`src/rtl/seg_pkg.sv`:
```
// seg_pkg: shared constants and FSM encoding for the 8-digit BCD display path
package seg_pkg;
  localparam int DIGITS = 8;
  localparam int unsigned BCD_MAX = 99_999_999;
  localparam logic [3:0] DIGIT_ERR = 4'hF;
  typedef enum logic [1:0] {IDLE, CONV, FINISH} state_t;
endpackage

```
`src/rtl/bcd_add3.sv`:
```
// bcd_add3: double-dabble digit correction, adds 3 to any digit >= 5
module bcd_add3 (
  input  logic [3:0] d,
  output logic [3:0] q
);
  assign q = (d >= 4'd5) ? d + 4'd3 : d;
endmodule

```
`src/rtl/bin_to_bcd.sv`:
```
// bin_to_bcd: sequential double-dabble binary to 8-digit BCD converter
// BIN_TO_BCD_OVF_SAT_EN: overflow shows 99999999 instead of FFFFFFFF
module bin_to_bcd #(
  parameter int BIN_W  = 27,
  parameter int DIGITS = 8
) (
  input  logic                  clk,
  input  logic                  rst,
  input  logic                  start,
  input  logic [BIN_W-1:0]      bin_in,
  input  logic [7:0]            dp_in,
  output logic [4*DIGITS-1:0]   bcd_out,
  output logic [7:0]            dp_out,
  output logic                  busy,
  output logic                  done,
  output logic                  ovf
);
  import seg_pkg::*;
  localparam int CW = $clog2(BIN_W + 1);
`ifdef BIN_TO_BCD_OVF_SAT_EN
  localparam logic [4*DIGITS-1:0] OVF_VAL = {DIGITS{4'h9}};
`else
  localparam logic [4*DIGITS-1:0] OVF_VAL = {DIGITS{DIGIT_ERR}};
`endif
  state_t state;
  logic [4*DIGITS-1:0] bcd, corr, bcd_nx;
  logic [BIN_W-1:0] bin;
  logic [CW-1:0] cnt;
  logic [7:0] dp_l;
  logic ovf_l;
  for (genvar i = 0; i < DIGITS; i++) begin : g_add3
    bcd_add3 u_add3 (.d(bcd[4*i +: 4]), .q(corr[4*i +: 4]));
  end
  assign bcd_nx = {corr[4*DIGITS-2:0], bin[BIN_W-1]};
  // outputs change only on the step that enters FINISH, so the display never sees partial digits
  always_ff @(posedge clk) begin
    if (rst) begin
      state   <= IDLE;
      busy    <= 1'b0;
      done    <= 1'b0;
      bcd_out <= '0;
      dp_out  <= '1;
      ovf     <= 1'b0;
      bcd     <= '0;
      bin     <= '0;
      cnt     <= '0;
      dp_l    <= '1;
      ovf_l   <= 1'b0;
    end else begin
      done <= 1'b0;
      case (state)
        IDLE: if (start) begin
          state <= CONV;
          busy  <= 1'b1;
          bin   <= bin_in;
          dp_l  <= dp_in;
          ovf_l <= 32'(bin_in) > BCD_MAX;
          bcd   <= '0;
          cnt   <= CW'(BIN_W);
        end
        CONV: begin
          bcd <= bcd_nx;
          bin <= bin << 1;
          cnt <= cnt - CW'(1);
          if (cnt == CW'(1)) begin
            state   <= FINISH;
            done    <= 1'b1;
            bcd_out <= ovf_l ? OVF_VAL : bcd_nx;
            dp_out  <= dp_l;
            ovf     <= ovf_l;
          end
        end
        default: begin
          state <= IDLE;
          busy  <= 1'b0;
        end
      endcase
    end
  end
endmodule
```
`config.mk`:
```
export PLATFORM = sky130hd
export DESIGN_NAME = bin_to_bcd
export DESIGN_NICKNAME = d
export VERILOG_FILES = /design/src/rtl/seg_pkg.sv /design/src/rtl/bcd_add3.sv /design/src/rtl/bin_to_bcd.sv
export SDC_FILE = /design/constraint.sdc
export NUM_CORES = 1
export LEC_CHECK = 0
export ABC_AREA = 1
export BUFFER_PORTS_ARGS = -buffer_cell sky130_fd_sc_hd__clkbuf_2
export CORE_MARGIN = 3
export CORE_UTILIZATION = 61
export DETAILED_ROUTE_END_ITERATION = 10
export HOLD_SLACK_MARGIN = 0.15
export PLACE_DENSITY_LB_ADDON = 0.25
export RECOVER_POWER = 25
export SLEW_MARGIN = 20
export SYNTH_ARGS = -nofsm -noshare
export SYNTH_HDL_FRONTEND = slang
export SYNTH_HIERARCHICAL = 1
export SYNTH_SLANG_ARGS = --single-unit
```
`constraint.sdc`:
```
create_clock -name clk -period 2.76 [get_ports clk]
set_input_delay 0 -clock clk [delete_from_list [all_inputs] [get_ports clk]]
set_output_delay 0 -clock clk [all_outputs]
set_load 0.01 [all_outputs]
```
==> reports/metrics.csv <==
metric;value;unit
antenna_diode_count;0;
seq_power_share;39.8;%
antenna_found_initial;0;
ir_drop;0.561;mV
critical_path.top_delay_family;buffers and inverters;
final_cell_area;0.00697;mm²
total_of_warnings_raised_by_yosys;6;
fraction_of_layout_cells_with_a_size_suffix_above_1;15.2;%
floorplan_die_area;0.0102;mm²
wirelength;14700;µm
synth_area_per_cell;7.18;µm²
netlist_area;0.00552;mm²
die_h;101;µm
post_drt_wl_per_cell;14.6;µm
net-switching-power;1.22;mW
worst_hold_startpoint;bin_in[9];
gp_congestion;0.795;
min-delay-path-class;input pin to flip-flop;
finalHoldViolations;0;
cts.reportedPaths.clkPinSlew;60;ps
slew_headroom;44.3;%
timing.reg2reg.setup_slack;400;ps
cp_slowest_stage_delay;560;ps
cp_max_fo;34;
tritoncts_clock_tree;done;
final_nets;938;
detailedRoute.firstPassIterationCount;5;
initial_core_util;63.0;%
outcome;finished clean;
htree_levels;4;
clkSinkCount;118;
number_of_vias_in_the_routed_layout;5590;
power.combinational.fraction;10.9;%
drv_slew;0;
switching_share;26.0;%
flow.area_growth_from_synthesis;26.3;%
postRouteAntennaNets;0;
fp.coreArea;0.00876;mm²
die_x;101;µm
portBuffers;80;
maxClockFrequency;424;MHz
grt_first_pass_wirelength;24500;µm
worstHoldEndpoint;bin[9];
detail_route.iter0.violations;341;
setup.worst_path.class;flip-flop to flip-flop;
crit-reg2reg-launch;state[1];
worstPathArrival;2820;ps
design.portCount;81;
detail_route.drc_violations;0;
critical_path.cell_chain;inv_2 -> nand3_2 -> inv_1 -> nor2_4 -> buf_4 -> nand2_1 -> a21oi_1 -> dlygate4sd3_1;
final-setup-viol-count;0;
tritoncts.num_buffers;17;
worst_skew_pair_latency;530;ps
r2r.worst_path.cells;8;
final_period_minus_worst_setup_slack;2360;ps
setup_repair_bufs_after_cts;0;
cp_num_buf_inv;4;
whs_path_depth;4;
clk_root_buffer_cell;sky130_fd_sc_hd__clkbuf_8;
postSynthCellCount;769;
rsz0062_at_grt;false;
via_count_of_the_first_global_routing_pass;5405;
ctsLongestPathBuffers;2;
grt.overflow.total;0;
cellLeakagePower;2.86;nW
power-per-cell-area;672;mW/mm²
row_count;34;
end_kind;flip-flop;
slowest_stage;sky130_fd_sc_hd__dlygate4sd3_1;
placement_stage_cell_area;0.00593;mm²
clock_share_of_power;49.3;%
clock_skew;8.21;ps
viasPerCell;5.57;
drv.max_cap_violation_count;0;
cell_internal_pwr;3.47;mW
final_period_utilization;85.5;%
worstReg2RegEnd;bin[0];
total_routing_usage_reported_by_global_routing;29.7;%
worst_slew_pin_slew;834;ps
grt_start_max_net_pins;67;
start_kind;flip-flop;
critical_path_required;3220;ps
place.detailed.hpwl;8210;µm
fin_tns_setup;0;ps
syn_nets;825;
[worst max path at each step]
stage,start,end,slack [ps],cells after the start
3_5_place_dp,state[1],bin[3],690,7
5_1_grt,state[1],bin[0],180,8
3_3_place_gp,state[0],bin[26],800,7
2_1_floorplan,cnt[1],bcd_out[29],1380,10
6_report,state[1],bin[0],400,8
4_1_cts,state[1],bin[0],440,8
[worst min-delay path, delay by kind of cell]
kind                   cells  cell delay, ps
AO/OA/AOI/OAI              1              70
buffers and inverters      2             650
AND/OR/NAND/NOR            1              60
[metal layers]
metal / GRT usage (%) / vias to the layer above / part of all wire (%)
met1: 34.6 / 2617 / 41
met5: 0 / - / 0
met4: 12.5 / 0 / 2.4
met3: 6.57 / 36 / 5.8
li1: - / 2723 / -
met2: 52.4 / 214 / 51
[power groups by stage]
stage | clock [mW] | sequential (mW) | combinational [mW]
3_3_place_gp | 0 | 1.89 | 0.414
2_1_floorplan | 0 | 1.90 | 0.304
4_1_cts | 2.31 | 1.86 | 0.497
5_1_grt | 2.39 | 1.88 | 0.567
6_report | 2.31 | 1.87 | 0.509
3_5_place_dp | 0 | 1.90 | 0.431
[registers in the layout, indices dropped and copies added (netlist names)]
register  cells
cnt           5
done          1
bin          27
busy          1
bcd_out      32
ovf_l         1
dp_l          8
bcd          32
dp_out        8
state         2
ovf           1
[layout by cell type, fill, tap and decap left out, drive strengths merged, types with 18 or more instances in the layout]
cell type and count:
nand2 234, o21ai 69, a21oi 49, dlygate4sd3 47
clkbuf 97, a31oi 26, nor2 107, inv 59
nand3 30, dfxtp 118, ha 18
[metrics by stage]
step | util [%] | worst slack (ps) | std cells | power [mW] | hold WS, ps
after floorplan | - | 1380 | 769 | 2.20 | 113
after global placement | 67.7 | 804 | 924 | 2.31 | 205
after detailed placement | 67.7 | 686 | 924 | 2.33 | 205
after CTS | 80.1 | 440 | 1003 | 4.67 | 285
after global routing | 79.6 | 180 | 1003 | 4.83 | 314
final | 79.6 | 399 | 1003 | 4.69 | 300
[cell type report]
cell class / instances / area (µm²)
clock buffers: 17 / 414
clock inverters: 15 / 204
fillers: 614 / 1790
inverters: 57 / 214
multi-input cells: 555 / 2780
flip-flops and latches: 118 / 2360
well taps: 108 / 135
repair buffers: 133 / 866
[timing repair]
| action | CTS | global route |
|---|---|---|
| hold endpoints to repair | 87 | 0 |
| hold buffers | 47 | 0 |
| setup endpoints to repair | 0 | 0 |
| resized for setup | 0 | 0 |
No activity file was read; power rests on OpenSTA's default activity.
